===== src/rtl/bin2bcd_serial.sv =====
// Serial binary-to-BCD converter (shift-add-3, one shift per clock) with valid/ready on both sides.
// Define BIN2BCD_SIGNED_EN to treat in_bin as two's complement and report the sign on out_neg.
module bin2bcd_serial #(
  parameter int WIDTH  = 8,
  parameter int DIGITS = 3
) (
  input  logic                  clk,
  input  logic                  rst,
  input  logic                  in_valid,
  output logic                  in_ready,
  input  logic [WIDTH-1:0]      in_bin,
  output logic                  out_valid,
  input  logic                  out_ready,
  output logic [4*DIGITS-1:0]   out_bcd,
  output logic                  out_ovf,
  output logic                  out_neg
);

  localparam int CNT_W = $clog2(WIDTH + 1);
  localparam int BW    = 4 * DIGITS;

  typedef enum logic [1:0] {IDLE, SHIFT, DONE} state_t;

  state_t            state, state_nxt;
  logic [CNT_W-1:0]  cnt;
  logic [BW-1:0]     sr_bcd, adj_bcd, shf_bcd;
  logic [WIDTH-1:0]  sr_bin, shf_bin, load_bin;
  logic              ovf_acc, shf_out;
  logic              accept, last_shift;

  // Per-digit correction; no carry between digits.
  function automatic logic [3:0] add3(input logic [3:0] d);
    return (d >= 4'd5) ? d + 4'd3 : d;
  endfunction

  assign accept     = (state == IDLE) && in_valid;
  assign last_shift = (state == SHIFT) && (cnt == CNT_W'(WIDTH - 1));

  always_comb begin
    adj_bcd = '0;
    for (int i = 0; i < DIGITS; i++)
      adj_bcd[4*i +: 4] = add3(sr_bcd[4*i +: 4]);
  end

  // The bit leaving the top digit is worth 10**DIGITS and feeds the overflow flag.
  assign {shf_out, shf_bcd, shf_bin} = {adj_bcd, sr_bin, 1'b0};

`ifdef BIN2BCD_SIGNED_EN
  // Taken as WIDTH-bit unsigned so the most negative value maps to 2**(WIDTH-1).
  assign load_bin = in_bin[WIDTH-1] ? (WIDTH'(0) - in_bin) : in_bin;
`else
  assign load_bin = in_bin;
`endif

  always_ff @(posedge clk) begin
    if (rst) state <= IDLE;
    else     state <= state_nxt;
  end

  always_comb begin
    state_nxt = state;
    case (state)
      IDLE:    if (in_valid)   state_nxt = SHIFT;
      SHIFT:   if (last_shift) state_nxt = DONE;
      DONE:    if (out_ready)  state_nxt = IDLE;
      default: state_nxt = IDLE;
    endcase
  end

  always_comb begin
    in_ready  = (state == IDLE);
    out_valid = (state == DONE);
  end

  always_ff @(posedge clk) begin
    if (accept) begin
      sr_bcd  <= '0;
      sr_bin  <= load_bin;
      ovf_acc <= 1'b0;
    end else if (state == SHIFT) begin
      sr_bcd  <= shf_bcd;
      sr_bin  <= shf_bin;
      ovf_acc <= ovf_acc | shf_out;
    end
  end

  always_ff @(posedge clk) begin
    if (rst) begin
      cnt     <= '0;
      out_bcd <= '0;
      out_ovf <= 1'b0;
    end else begin
      if (accept)              cnt <= '0;
      else if (state == SHIFT) cnt <= cnt + CNT_W'(1);
      // Result registers change only on entry to DONE and hold afterwards.
      if (last_shift) begin
        out_bcd <= shf_bcd;
        out_ovf <= ovf_acc | shf_out;
      end
    end
  end

`ifdef BIN2BCD_SIGNED_EN
  logic neg_q;

  always_ff @(posedge clk) begin
    if (accept) neg_q <= in_bin[WIDTH-1];
  end

  always_ff @(posedge clk) begin
    if (rst)             out_neg <= 1'b0;
    else if (last_shift) out_neg <= neg_q;
  end
`else
  assign out_neg = 1'b0;
`endif

endmodule


===== config.mk =====
export PLATFORM = sky130hd
export DESIGN_NAME = bin2bcd_serial
export DESIGN_NICKNAME = d
export VERILOG_FILES = /design/src/rtl/bin2bcd_serial.sv
export SDC_FILE = /design/constraint.sdc
export NUM_CORES = 1
export LEC_CHECK = 0
export BUFFER_PORTS_ARGS = -buffer_cell sky130_fd_sc_hd__buf_2
export CORE_MARGIN = 2
export CORE_UTILIZATION = 27
export DETAILED_ROUTE_END_ITERATION = 12
export PLACE_DENSITY = 0.56
export SYNTH_ARGS = -nofsm -noshare
export SYNTH_HDL_FRONTEND = slang
export SYNTH_SLANG_ARGS = --single-unit
export TNS_END_PERCENT = 30

===== constraint.sdc =====
create_clock -name clk -period 2.4 [get_ports clk]
set_input_delay 0.24 -clock clk [delete_from_list [all_inputs] [get_ports clk]]
set_output_delay 0.24 -clock clk [all_outputs]
set_load 0.01 [all_outputs]

Yosys cells after proc, flatten, opt, wreduce, memory -nomap -nowiden

Cells that the tools add are included.

Register bits after elaboration: 40
Bits of input ports: 12
Output and inout port bits: 16
Logic and storage cells: 36

Add/sub/neg operators: 4
Order comparisons: 3
Equal/unequal tests: 6
Mux-type cells: 9
Bitwise operators: 1
Reduce and logical (&&, ||, !) cells: 6

Operators with widths:

| operator                                                          | count |
|---|---|
| two-way mux 8 bit                                                 | 2 |
| adder 4 x 2 -> 4 bit, second input constant                       | 3 |
| greater-or-equal comparator 4 x 3 -> 1 bit, second input constant | 3 |
| two-way mux 4 bit                                                 | 3 |
| two-way mux 2 bit                                                 | 3 |
| one-hot mux 2 bit (3 select lines)                                | 1 |
| adder 4 x 1 -> 4 bit, second input constant                       | 1 |
| equality test 4 x 3 -> 1 bit, second input constant               | 1 |
| inequality test 2 bit, second input constant                      | 2 |
| AND reduction 3 bit                                               | 1 |
| equality test 2 x 1 -> 1 bit, second input constant               | 1 |
| equality test 2 bit, second input constant                        | 1 |
| logical AND 1 bit                                                 | 2 |
| logical NOT 2 bit                                                 | 1 |
| inequality test 2 x 1 -> 1 bit, second input constant             | 1 |
| nonzero test 2 bit                                                | 1 |
| OR reduction 2 bit                                                | 1 |
| OR 1 bit                                                          | 1 |

Depth between registers and ports, before layout

Depth after elaboration: 4
Depth in mapped cells: 6

Worst setup path before layout

OpenSTA, ideal clock, no wires.

Path type: register to register
Start point: register state[0]
End point: register sr_bin[1], data pin
Library setup time: 0.260 ns
Arrival time: 1.321 ns
Slack: 0.819 ns
Cell stages (with the launch flop): 5
Path buffers: 1
Cell sequence: dfxtp_1 -> nor2_1 -> and2_1 -> buf_2 -> mux2_2

Cells in the longest elaborated chain, start to end: 3

RTL lines:

| item                   | line | source |
|---|---|---|
| from (decl)            | 24   | `state_t state, state_nxt;` |
| from (signal assigned) | 57   | `else state <= state_nxt;` |
| logical NOT 2 bit      | n/a  |  |
| net in_ready           | 10   | `output logic in_ready,` |
| logical AND 1 bit      | 36   | `assign accept = (state == IDLE) && in_valid;` |
| two-way mux 8 bit      | 76   | `if (accept) begin` |
| to (signal assigned)   | 78   | `sr_bin <= load_bin;` |
| to (signal assigned)   | 82   | `sr_bin <= shf_bin;` |
| to (decl)              | 27   | `logic [WIDTH-1:0] sr_bin, shf_bin, load_bin;` |

The timed path passes the listed nets, and every way through them passes these cells.
A chain may end at the register's enable or synchronous reset.

Final worst setup path

Start point: register state[1]
End point: register sr_bin[4], data pin

Cells in the longest elaborated chain, start to end: 3

RTL lines:

| item              | line |
|---|---|
| logical NOT 2 bit | 36 |
| logical AND 1 bit | 36 |
| two-way mux 8 bit | 76 |

No other way between the ends.

==> key figures <==
Status
  – Status: finished, final reports clean

Worst setup path
  – Reg2reg setup slack: 0.72 ns
  – Worst Path Arrival: 1.72 ns
  – Worst Setup Start Kind: register
  – Critical path startpoint: state[1]
  – CP Capture Type: register
  – R2R Path End: sr_bin[4]
  – Crit path to: sr_bin[4]
  – RR Startpoint: state[1]
  – Crit-path max FO: 13
  – Critical path class: register to register
  – CP Data Required Time: around 2.4 ns
  – Worst R2R Path Depth: 3

Drt
  – Drt wl/cell: roughly 13 um
  – DRT Pass-1 Iters: 4
  – Via-to-Cell Ratio: 4.711
  – Initial drt markers: just over 60
  – Vias: 1305
  – Detailed-route DRC error count: 0
  – Routed Antenna Nets: 0
  – Final wirelength: around 3.6 mm

Finish
  – Fill cells: 656
  – Commonest non-fill, non-tap cells in the layout: 32 x dfxtp_1, 26 x buf_2, 16 x o21ai_0
  – Synthesis-to-layout area growth: 17.64%
  – Final nets: 218
  – Layout cells sized above 1: 0.2400
  – Most common cell after layout, fill and taps aside: dfxtp_1
  – N_diodes: 0

Logic synthesis
  – Synth Register Bits: 40
  – Main synth FF type: dfxtp_1
  – Post-Synth XOR/XNOR Area: 0.03037
  – Yosys synthesis warning count: 0
  – Post-synthesis cell type count: 37
  – Number of flops mapped to enable cells by yosys: 8
  – Syn Inst Count: ~170
  – Synthesized Nets: 190
  – Multiplexer area fraction after synthesis: 0.07014
  – Mapped Area: 0.001730 sq mm
  – Async set-reset flop share out of synthesis: 0
  – Share of the synthesized area in the top cell type: 0.3702
  – Synth Area in Adders: 0.05061
  – Post-synthesis sequential area ratio: 0.5090
  – Synth area leaders: dfxtp_1 37%, edfxtp_1 14%, mux2_2 5.9%
  – Avg Cell Area, Syn: 10.12 sq um
  – Area leader, netlist: dfxtp_1
  – Complex-gate fraction of the synthesized area: 0.1403
  – Synth Area in Simple Gates: 0.1569
  – Largest family of logic cells by synthesized area: simple AND/OR/NAND/NOR gates

STA
  – RSZ-0062 raised after global routing: no
  – Final period util: 0.7001
  – Fin Clk Skew: 0.008141 ns
  – Slew HR: 0.5849
  – Finish-stage setup viols: 0
  – Post-route setup TNS: 0 ns
  – Final hold slack: 0.2119 ns
  – Worst slew pin tran: about 0.62 ns
  – Fin crit period: 1.680 ns
  – Max Freq: 0.5951 GHz
  – Max Transition Viols Final: 0
  – Final hold viol count: 0

Placed design
  – Post-DP HPWL: about 2.5 mm
  – GP Congestion: between 0.7 and 0.8
  – Port-buffer cells: 26

Clock network
  – Post-cts resize count: 0
  – Clk sinks: 40
  – TritonCTS Buffers: 5
  – H-tree depth: 2
  – CTS max path bufs: 2
  – Root Driver: clkbuf_8
  – Clock network latency to the later pin of the worst-skew pair: 0.29 ns
  – Setup Fix Bufs, Post-CTS: 0
  – CTS clk-pin slew, worst paths: about 0.08 ns
  – Hold_buf cts: 0
  – CTS tree: built

Power
  – P_sw: 0.3285 mW
  – Peak VDD IR: 0.0003452 V
  – Leak Pwr: 0.7824 nW
  – Sequential share of power: 0.541
  – Power Density: between 600 and 700 mW/mm^2
  – Net Sw Frac: 0.2371
  – Comb power frac: 0.110
  – Clock share of power: 0.349
  – Cell-internal power: 1.057 mW

Global route
  – Largest net degree at the start of global routing: 16
  – Wire length of the first global-routing pass: 6.051 mm
  – Initial antenna violation count: 0
  – Overflow after GRT: 0
  – Vias in the first global route: about 1.3k
  – Gr usage total: 0.1082

Floorplan
  – Die Height: roughly 84 um
  – Row count: 29
  – Die Area: 0.007065 sq mm
  – Die width: 84.06 um
  – I/O pin count: 28
  – Initial core utilization: 0.2757
  – Placeable Area: 0.006277 sq mm

Flow run
  – MaxCap Viol Count: 0

Hold path
  – Hold crit path type: input port to register
## synth_stat cells, drive strengths merged (6+ instances only)
cell type,instances
o21ai,16
inv,8
nand2,10
ha,7
dfxtp,32
o22ai,6
mux2,9
nor2,8
a21oi,7
nor3,7
edfxtp,8
## layer usage
layer	track usage	vias to the layer above	wire (um)
li1	-	666	-
met4	0.04399	0	61
met2	0.1638	17	1568
met3	0.03759	6	135
met1	0.1405	616	1809
met5	0	-	0
## per-stage QoR
stage                       util  power, mW  std cells  setup WS [ns]  instance area [sq um]
final                     0.3243      1.385        277         0.7197                   2036
after global routing      0.3243      1.460        277         0.5812                   2036
after CTS                 0.3243      1.404        277         0.7058                   2036
after detailed placement  0.3084     0.9176        269         0.7254                   1936
after global placement    0.3084     0.9160        269         0.7260                   1936
after floorplan                -     0.8748        171         0.8189                   1730
## worst max-delay path, cell delays in order (launching register included)
cell	delay, ns
dfxtp_1	0.38
nor2_1	0.15
and2_1	0.50
mux2_2	0.40
## worst min-delay path by stage
stage,start,endpoint,slack (ns),cells past startpoint
floorplan,rst,out_bcd[11],0.31,1
global placement,out_bcd[0],out_bcd[0],0.46,2
detailed placement,out_bcd[6],out_bcd[6],0.46,2
CTS,out_ready,state[1],0.21,3
global route,out_ready,state[1],0.21,3
finish,out_ready,state[1],0.21,3
## cell type report
type                       count  area, sq um  share of cell area
clock buffer                   8        100.1             0.04917
inverter                       9        33.78             0.01659
multi-input combinational    115        779.5              0.3829
sequential                    40        880.8              0.4327
tap                           77        96.34             0.04733
timing repair buffer          28        145.1             0.07130
## power groups by stage
stage	Sequential (mW)	Combinational, mW	Clock, mW
5_1_grt	0.755	0.177	0.529
4_1_cts	0.749	0.155	0.500
3_3_place_gp	0.763	0.153	0
6_report	0.749	0.153	0.484
3_5_place_dp	0.764	0.153	0
2_1_floorplan	0.757	0.118	0
## cells by family after synthesis
logic type,Yosys count
DFF,40
AOI/OAI and AO/OA,40
muxes,11
other,1
adders and majority gates,7
and+or+nand+nor,50
xor gates and xnor gates,6
buffers and inverters,16
## flip-flops by register name, summed over array words and instances (netlist names)
signal / cells
out_ovf: 1
out_bcd: 12
state: 2
cnt: 4
sr_bcd: 12
ovf_acc: 1
sr_bin: 8
Power figures use the tool's default switching activity.
